<file path="config.mk">
export PLATFORM = sky130hd
export DESIGN_NAME = beat_sequencer
export DESIGN_NICKNAME = d
export VERILOG_FILES = /design/src/rtl/timing_pkg.sv /design/src/rtl/digit_timer.sv /design/src/rtl/beat_sequencer.sv
export SDC_FILE = /design/constraint.sdc
export NUM_CORES = 1
export LEC_CHECK = 0
export BUFFER_PORTS_ARGS = -buffer_cell sky130_fd_sc_hd__buf_2
export CAP_MARGIN = 15
export CORE_MARGIN = 2
export CORE_UTILIZATION = 40
export DETAILED_ROUTE_END_ITERATION = 7
export PLACE_DENSITY = 0.69
export REMOVE_ABC_BUFFERS = 1
export SLEW_MARGIN = 20
export SYNTH_ARGS = -nofsm -noshare
export SYNTH_HDL_FRONTEND = slang
export SYNTH_SLANG_ARGS = --single-unit
</file>
<file path="constraint.sdc">
create_clock -name dashclk -period 1.57 [get_ports dashclk]
set_input_delay 0.0785 -clock dashclk [delete_from_list [all_inputs] [get_ports dashclk]]
set_output_delay 0.0785 -clock dashclk [all_outputs]
set_load 0.05 [all_outputs]
</file>
<file path="src/rtl/timing_pkg.sv">
// ---------------------------------------------------------------------------
// timing_pkg
// Shared timing definitions for the beat sequencer and display logic.
//   beat_t : instruction-cycle beat codes (SCAN1, ACTION1, SCAN2, ACTION2)
//   mode_t : run-control modes (STOPPED, RUN, STEP, HALTED)
//   WORD_BITS_DEF / BO_DIGITS_DEF : default word length and black-out length
// ---------------------------------------------------------------------------
package timing_pkg;

   typedef enum logic [1:0] {
      SCAN1   = 2'd0,
      ACTION1 = 2'd1,
      SCAN2   = 2'd2,
      ACTION2 = 2'd3
   } beat_t;

   typedef enum logic [1:0] {
      M_STOPPED = 2'd0,
      M_RUN     = 2'd1,
      M_STEP    = 2'd2,
      M_HALTED  = 2'd3
   } mode_t;

   localparam int WORD_BITS_DEF = 32;
   localparam int BO_DIGITS_DEF = 4;

endpackage

</file>
<file path="src/rtl/digit_timer.sv">
// ---------------------------------------------------------------------------
// digit_timer
// Free-running digit counter 0..BEAT_LEN-1 with black-out and last-digit
// decode taken straight from the registered count.
//   clk_i      : dash clock
//   rst_i      : synchronous active-high reset (count -> 0)
//   dig_o      : current digit index
//   bo_o       : high while dig_o >= WORD_BITS (flyback window)
//   dig_last_o : high when dig_o == BEAT_LEN-1 (beat boundary)
// ---------------------------------------------------------------------------
module digit_timer #(
   parameter int WORD_BITS = 32,
   parameter int BEAT_LEN  = 36,
   parameter int DW        = 6
) (
   input  logic          clk_i,
   input  logic          rst_i,
   output logic [DW-1:0] dig_o,
   output logic          bo_o,
   output logic          dig_last_o
);

   logic [DW-1:0] dig_q;
   logic [DW-1:0] dig_d;
   logic          last;

   assign last = (dig_q == DW'(BEAT_LEN - 1));

   always_comb begin
      dig_d = dig_q + 1'b1;
      if (last) begin
         dig_d = '0;
      end
   end

   always_ff @(posedge clk_i) begin
      if (rst_i) begin
         dig_q <= '0;
      end else begin
         dig_q <= dig_d;
      end
   end

   assign dig_o      = dig_q;
   assign bo_o       = (dig_q >= DW'(WORD_BITS));
   assign dig_last_o = last;

endmodule

</file>
<file path="src/rtl/beat_sequencer.sv">
// ---------------------------------------------------------------------------
// beat_sequencer
// Central timing and run-control sequencer. A digit timer produces the digit
// index and black-out window; a four-beat instruction cycle drives HA/HS and
// the store write window; a mode FSM decides when instructions execute.
//   dashclk    : sole clock
//   reset      : synchronous active-high reset
//   run_sw     : run/stop switch level (1 = run)
//   step       : single-shot key pulse
//   halt_req   : stop instruction from the datapath (pulse or level)
//   write_req  : datapath store-write request for the current action beat
//   dig        : digit index 0..BEAT_LEN-1
//   bo         : black-out (dig >= WORD_BITS)
//   ha / hs    : action beat active / its complement
//   beat       : current beat code
//   exec       : instruction executing
//   dig_last   : dig == BEAT_LEN-1
//   store_we   : store write strobe
//   instr_done : one-cycle pulse at the end of ACTION2
//   running    : mode is RUN
//   halted     : stop lamp
// ---------------------------------------------------------------------------
module beat_sequencer
   import timing_pkg::*;
#(
   parameter  int WORD_BITS = WORD_BITS_DEF,
   parameter  int BO_DIGITS = BO_DIGITS_DEF,
   localparam int BEAT_LEN  = WORD_BITS + BO_DIGITS,
   localparam int DW        = $clog2(BEAT_LEN)
) (
   input  logic          dashclk,
   input  logic          reset,
   input  logic          run_sw,
   input  logic          step,
   input  logic          halt_req,
   input  logic          write_req,
   output logic [DW-1:0] dig,
   output logic          bo,
   output logic          ha,
   output logic          hs,
   output logic [1:0]    beat,
   output logic          exec,
   output logic          dig_last,
   output logic          store_we,
   output logic          instr_done,
   output logic          running,
   output logic          halted
);

   mode_t mode_q, mode_d;
   beat_t beat_q, beat_d;
   logic  step_lat_q, step_lat_d;
   logic  halt_lat_q, halt_lat_d;
   logic  halt_now;
   logic  action_beat;

   digit_timer #(
      .WORD_BITS (WORD_BITS),
      .BEAT_LEN  (BEAT_LEN),
      .DW        (DW)
   ) u_digit_timer (
      .clk_i      (dashclk),
      .rst_i      (reset),
      .dig_o      (dig),
      .bo_o       (bo),
      .dig_last_o (dig_last)
   );

   assign exec        = (mode_q == M_RUN) || (mode_q == M_STEP);
   assign action_beat = (beat_q == ACTION1) || (beat_q == ACTION2);
   // A halt request arriving on the ACTION2 boundary itself still counts.
   assign halt_now    = halt_lat_q | (exec & halt_req);

   always_comb begin
      mode_d     = mode_q;
      beat_d     = beat_q;
      step_lat_d = step_lat_q;
      halt_lat_d = halt_lat_q;

      if ((mode_q == M_STOPPED) && step) begin
         step_lat_d = 1'b1;
      end
      if (exec && halt_req) begin
         halt_lat_d = 1'b1;
      end

      if (dig_last) begin
         // Beat wraps ACTION2 -> SCAN1 naturally on the 2-bit increment.
         beat_d = exec ? beat_t'(beat_q + 2'd1) : SCAN1;

         unique case (mode_q)
            M_STOPPED: begin
               if (run_sw) begin
                  mode_d     = M_RUN;
                  step_lat_d = 1'b0;
               end else if (step_lat_q) begin
                  mode_d     = M_STEP;
                  step_lat_d = 1'b0;
               end
            end
            M_RUN, M_STEP: begin
               if (beat_q == ACTION2) begin
                  if (halt_now) begin
                     mode_d     = M_HALTED;
                     halt_lat_d = 1'b0;
                  end else if ((mode_q == M_STEP) || !run_sw) begin
                     mode_d = M_STOPPED;
                  end
               end
            end
            M_HALTED: begin
               if (!run_sw) begin
                  mode_d = M_STOPPED;
               end
            end
            default: mode_d = M_STOPPED;
         endcase
      end
   end

   always_ff @(posedge dashclk) begin
      if (reset) begin
         mode_q     <= M_STOPPED;
         beat_q     <= SCAN1;
         step_lat_q <= 1'b0;
         halt_lat_q <= 1'b0;
      end else begin
         mode_q     <= mode_d;
         beat_q     <= beat_d;
         step_lat_q <= step_lat_d;
         halt_lat_q <= halt_lat_d;
      end
   end

   assign beat       = beat_q;
   assign ha         = exec & action_beat;
   assign hs         = ~ha;
   assign store_we   = exec & action_beat & ~bo & write_req;
   // Suppressed while reset is sampled so an aborted instruction never reports done.
   assign instr_done = exec & (beat_q == ACTION2) & dig_last & ~reset;
   assign running    = (mode_q == M_RUN);
   assign halted     = (mode_q == M_HALTED);

endmodule

</file>
==> metrics.csv, run 1 <==
stage,metric,value,unit
status,status,"complete, no violations",
clock_network,worst skew pair latency,280,ps
route,top layer in use,met4,
route,vias per cell,5.14,
route,DR iter-0 viols,2,
sta,max_slew headroom,71.4,%
placement,dpl ws,33.6,ps
run,max cap viols,0,
logic_synthesis,Synth Flop Type,dfxtp_1,
clock_network,CTS tree,done,
logic_synthesis,synth top area cells,"dfxtp_1 (34%), ha_1 (16%), a21oi_1 (5.7%)",
grt,first-pass GRT wire length,2770,um
route,vias,673,
grt,number of global-route vias before repair,640,
clock_network,Root Driver,clkbuf_4,
floorplan,Rows,15,
logic_synthesis,synth cell count leaders,"dfxtp_1 (12), inv_1 (10), ha_1 (9)",
grt,GRT Total Usage,19.0,%
route,wl on met1,645,um
placement,detailed placer's ending HPWL,1100,um
setup_path,Worst Setup End Kind,register,
logic_synthesis,"EDFF count, synth",0,
clock_network,CTS Buf Count,3,
logic_synthesis,Synth Area in XOR/XNOR,4.95,%
sta,Period minus WS final,1550,ps
logic_synthesis,"count leader, synth",dfxtp_1,
sta,f_max,646,MHz
setup_path,CP Data Required Time,1760,ps
route,WL met2,868,um
setup_path,Worst EP arrival,1730,ps
layout,share of post-route cells with drive strength above 1,47.4,%
layout,nets@finish,130,
layout,fill count,160,
clock_network,H-tree levels,1,
clock_network,Worst-path clk slew,80,ps
grt,largest net degree at the start of global routing,11,
power_and_ir_drop,Worst VDD drop,0.544,mV
setup_path,CP Max Fanout,4,
sta,Final Hold Fails,0,
logic_synthesis,Synth async-reset ratio,0,%
logic_synthesis,adder-cell area share of the yosys netlist,15.9,%
setup_path,crit path kind,reg2reg,
power_and_ir_drop,Leak,0.469,nW
setup_path,origin of the critical flop-to-flop path,u_digit_timer.dig_o[1]$_SDFF_PP0_,
logic_synthesis,Synth Area in Simple Gates,23.5,%
clock_network,Num Clock Sinks,12,
sta,Final Skew,0.662,ps
floorplan,Die Ht,46.1,um
logic_synthesis,sequential area share after synthesis,33.9,%
floorplan,IO Pins,23,
logic_synthesis,post-synth top area cell,dfxtp_1,
route,final antenna-violating net count,0,
setup_path,Worst setup SP type,register,
clock_network,clock tree buffer depth,2,
grt,total gr overflow,0,
floorplan,Die ar.,0.00212,mm2
logic_synthesis,post-synth top area share,33.9,%
sta,Slew Limit Fails,0,
route,routed len/inst,12.6,um
placement,RePlAce Congestion,0.785,
floorplan,Initial Util,41.9,%
clock_network,CTS Hold Bufs,0,
floorplan,core area,0.00169,mm2
min_path,Worst Hold Launch,reset,
logic_synthesis,post-synthesis mux area share,0,%
logic_synthesis,"Distinct cells, synth",22,
power_and_ir_drop,pwr dens,646,mW/mm2
route,DR WL met3,97,um
logic_synthesis,Synth Area in Compound Gates,13.6,%
sta,Final Cycle Share,98.5,%
sta,Final setup viols,0,
sta,Worst-Margin Slew,429,ps
sta,PnR worst setup slack,23.1,ps
sta,WHS,103,ps
logic_synthesis,largest family of logic cells by synthesized area,simple AND/OR/NAND/NOR gates,
grt,initial antenna violation count,0,
logic_synthesis,Synth Cell Area,708,um2
route,DR pass1 iterations,4,
floorplan,Die Width,46.1,um
logic_synthesis,Synth Area per Inst,8.96,um2
setup_path,Setup crit start,u_digit_timer.dig_o[1]$_SDFF_PP0_,
placement,Buffers on Ports,22,
layout,# diodes,0,
route,Remaining DRCs,0,
logic_synthesis,Syn Inst Count,79,
logic_synthesis,post-synthesis register bit count,12,
route,drt total wl,1650,um
min_path,Hold WC Path Type,in2reg,
layout,area added between synthesis and finish,44.3,%
sta,RSZ-0062 raised after global routing,true,
logic_synthesis,Yosys warnings,0,
where the power goes:
part	internal [mW]	switching (mW)
clock	0.141	0.110
sequential	0.313	0.0117
combinational	0.0320	0.0517
total	0.487	0.173
final timing paths:
kind,end,depth (start not counted),slack [ps]
worst min register to register,beat[1]$_SDFFE_PP0P_,2,510
worst max register to register,mode_q[1]$_SDFFE_PP0P_,6,20
worst max-delay path,mode_q[1]$_SDFFE_PP0P_,6,20
worst min-delay path,beat[0]$_SDFFE_PP0P_,2,100
kinds of logic (layout without fill, tap and decap cells):
kind of cell	count (synthesis)	after routing
DFF	12	12
buffers and inverters	13	48
AOI/OAI and AO/OA	17	17
xor gates and xnor gates	4	4
adders and majority gates	9	9
and+or+nand+nor	24	24
layer usage:
metal / up-vias / GRT usage [%]
met5: - / 0
met4: 0 / 11.4
met3: 5 / 7.45
met2: 20 / 31.9
met1: 310 / 19.6
li1: 338 / -
flip-flops by register name, indices dropped and copies added (netlist names):
name and cells:
halt_lat_q 1, mode_q 2, u_digit_timer.dig_o 6, step_lat_q 1, beat 2
layout make-up:
cell class	instances	area [um2]	area share (%)
multi-input cells	54	459	44.9
flip-flops and latches	12	249	24.4
clock buffers	4	36.3	3.55
repair buffers	34	219	21.4
well taps	17	21.3	2.08
inverters	10	37.5	3.67
critical path, cell delays in order (launching register included):
cell and delay, ps:
dfxtp_4 360, ha_4 150, nand4bb_4 130, buf_6 150
nor4b_4 360, a21oi_2 90, a311oi_1 200
cell usage in the layout, fill, tap and decap left out, types with 2 or more instances in the layout:
master     n
a21oi_1    6
a21oi_2    2
a311oi_1   3
buf_2     19
buf_4     11
buf_6      3
clkbuf_4   4
dfxtp_1    7
dfxtp_2    4
ha_1       7
ha_4       2
inv_1      8
inv_2      2
nand2_1    2
nand3_1    2
nand3b_1   2
nor2_1     7
nor3_1     2
nor3b_1    3
o21ai_0    4
xnor2_1    2
xor2_1     2
metrics by stage:
stage          std cells  utilization (%)  power [mW]  setup TNS, ps  area, um2
3_3_place_gp         122             51.6       0.403              0        872
2_1_floorplan         76                -       0.375         -10630        688
5_1_grt              131             60.5       0.698           -144       1020
4_1_cts              130             58.7       0.669          -25.9        991
3_5_place_dp         122             51.6       0.405              0        872
6_report             131             60.5       0.660              0       1020
repair_timing:
item                       CTS  global route
buffers inserted             4             1
hold endpoints to repair     0             0
gates resized for setup     17             7
pin swaps                    4             8
setup endpoints to repair    5             6
(Power assumes the default switching activity.)
==> run 2, diff against run 1 <==
--- a/config.mk
+++ b/config.mk
@@ -8,5 +8,5 @@
 export BUFFER_PORTS_ARGS = -buffer_cell sky130_fd_sc_hd__buf_2
 export CAP_MARGIN = 15
-export CORE_MARGIN = 2
+export CORE_MARGIN = 4
 export CORE_UTILIZATION = 40
 export DETAILED_ROUTE_END_ITERATION = 7
==> constraint.sdc (replaced) <==
create_clock -name dashclk -period 1.57 [get_ports dashclk]
set_input_delay 0.0785 -clock dashclk [delete_from_list [all_inputs] [get_ports dashclk]]
set_output_delay 0.0785 -clock dashclk [all_outputs]
set_load 0.01 [all_outputs]
==> metrics.csv, run 2 (synthesis results as in run 1) <==
stage,metric,value,unit,change
placement,detailed placer's ending HPWL,1230,um,+12%
placement,Buffers on Ports,22,,unchanged
setup_path,Worst EP arrival,1650,ps,-80 ps
route,final antenna-violating net count,0,,unchanged
layout,share of post-route cells with drive strength above 1,43.2,%,-4.1 points
setup_path,crit path kind,reg2reg,,
layout,number of flip-flops in the largest register,6,,unchanged
floorplan,Die ar.,0.00251,mm2,+18%
floorplan,Rows,14,,-1
floorplan,IO Pins,23,,unchanged
power_and_ir_drop,Leak,0.454,nW,-3.3%
sta,PnR worst setup slack,107,ps,+84.4 ps
placement,RePlAce Congestion,0.692,,-12%
power_and_ir_drop,pwr dens,649,mW/mm2,+0.52%
layout,nets@finish,127,,-2.3%
sta,max_slew headroom,73.8,%,+2.4 points
setup_path,Worst setup SP type,register,,
clock_network,H-tree levels,1,,unchanged
sta,Period minus WS final,1460,ps,-84.4 ps
grt,total gr overflow,0,,unchanged
sta,Final Cycle Share,93.2,%,-5.4 points
floorplan,Initial Util,44.4,%,+2.5 points
setup_path,Top delay family on crit path,simple AND/OR/NAND/NOR gates,,
clock_network,Worst-path clk slew,80,ps,about the same
sta,f_max,684,MHz,+5.8%
floorplan,Die Ht,50.1,um,+8.7%
route,Remaining DRCs,0,,unchanged
grt,initial antenna violation count,0,,unchanged
clock_network,clock tree buffer depth,2,,unchanged
floorplan,Die Width,50.1,um,+8.7%
setup_path,buffer and inverter count on the worst path,1,,unchanged
min_path,Hold WC Path Type,in2reg,,
route,vias,656,,-2.5%
grt,number of global-route vias before repair,615,,-3.9%
clock_network,worst skew pair latency,280,ps,about the same
run,max cap viols,0,,unchanged
route,vias per cell,4.86,,-5.4%
clock_network,Root Driver,clkbuf_4,,
clock_network,CTS tree,done,,
clock_network,CTS Hold Bufs,0,,unchanged
floorplan,core area,0.00159,mm2,-5.6%
grt,first-pass GRT wire length,2660,um,-4.2%
setup_path,CP Data Required Time,1750,ps,about the same
sta,Setup TNS,0,ps,unchanged
route,DR iter-0 viols,9,,+7
grt,largest net degree at the start of global routing,11,,unchanged
layout,most frequent cells in the layout,"buf_2 (22), buf_4 (9), inv_1 (8), a21oi_1 (8), dfxtp_1 (8)",,
route,routed len/inst,11.5,um,-8.6%
status,status,"complete, no violations",,
layout,"commonest non-fill, non-tap cell in the layout",buf_2,,
placement,placed inst area,888,um2,+1.9%
sta,WHS,82.9,ps,-20.5 ps
sta,Final Hold Fails,0,,unchanged
sta,Final Skew,2.46,ps,+1.79 ps
route,drt total wl,1550,um,-5.8%
setup_path,Critical Path Max Stage Delay,340,ps,-20 ps
grt,GRT Total Usage,13.8,%,-5.2 points
sta,Final setup viols,0,,unchanged
layout,area added between synthesis and finish,38.9,%,
setup_path,Worst Setup End Kind,register,,
power_and_ir_drop,Worst VDD drop,0.451,mV,-17%
placement,dpl ws,-14.3,ps,-47.9 ps
sta,RSZ-0062 raised after global routing,true,,
clock_network,Num Clock Sinks,12,,unchanged
setup_path,CP cell instances,inv_2 -> ha_4 -> nor3b_4 -> nor4b_4 -> a21oi_1 -> a311oi_1,,
sta,Slew Limit Fails,0,,unchanged
layout,# diodes,0,,unchanged
setup_path,CP Max Fanout,4,,unchanged
power_and_ir_drop,Tot Pwr,0.638,mW,-3.3%
clock_network,CTS Buf Count,3,,unchanged
layout,finished layout cell area,983,um2,-3.8%
setup_path,Slowest cell on crit path,dfxtp_2,,
sta,Worst-Margin Slew,393,ps,-36.0 ps
route,DR pass1 iterations,4,,unchanged
==> run 2: changes by cell type in the layout (fill, tap and decap cells not counted), moves of 2 or more <==
| cell | previous run | this run |
|---|---|---|
| a21oi_1 | 6 | 8 |
| buf_6 | 3 | 0 |
| buf_2 | 19 | 22 |
| a21oi_2 | 2 | 0 |
| buf_4 | 11 | 9 |
==> run 2: layout make-up <==
type | count | area (um2)
clock buffers | 4 | 36.3
repair buffers | 31 | 178
fillers | 145 | 611
inverters | 10 | 37.5
multi-input cells | 54 | 454
well taps | 24 | 30.0
flip-flops and latches | 12 | 248
==> run 2: worst reg2reg max path, stage by stage, from the launching register on <==
cell and delay [ps]:
dfxtp_2 340, inv_2 50, ha_4 160, nor3b_4 150
nor4b_4 330, a21oi_1 120, a311oi_1 210
==> run 2: metal layers <==
layer / vias to the layer above / routed length (um) / global-route usage, %
met4: 0 / 10 / 5.53
li1: 334 / - / -
met2: 19 / 785 / 23.3
met5: - / 0 / 0
met3: 2 / 113 / 5.72
met1: 301 / 645 / 14.9
==> run 2: timing repair <==
action                                 4_1_cts  5_1_grt
setup buffers                                1        0
endpoints found under the hold margin        0        0
gates resized for setup                      6        9
setup endpoints to repair                    5        4
pin swaps                                    2        6
==> run 2: final timing paths <==
check                          from                      to  slack, ps  cells past startpoint
max          mode_q[0]$_SDFFE_PP0P_  mode_q[0]$_SDFFE_PP0P_        110                      6
min                           reset    beat[0]$_SDFFE_PP0P_         80                      2
max reg2reg  mode_q[0]$_SDFFE_PP0P_  mode_q[0]$_SDFFE_PP0P_        110                      6
min reg2reg    beat[1]$_SDFFE_PP0P_    beat[1]$_SDFFE_PP0P_        520                      2
==> run 2: stage by stage <==
stage	instances	utilization, %
2_1_floorplan	76	-
3_3_place_gp	130	55.7
3_5_place_dp	130	55.7
4_1_cts	135	60.3
5_1_grt	135	61.7
6_report	135	61.7
==> run 2: report_power, final <==
group          internal, mW  switching, mW
Clock                 0.141          0.112
Combinational        0.0287         0.0302
Sequential            0.313         0.0133
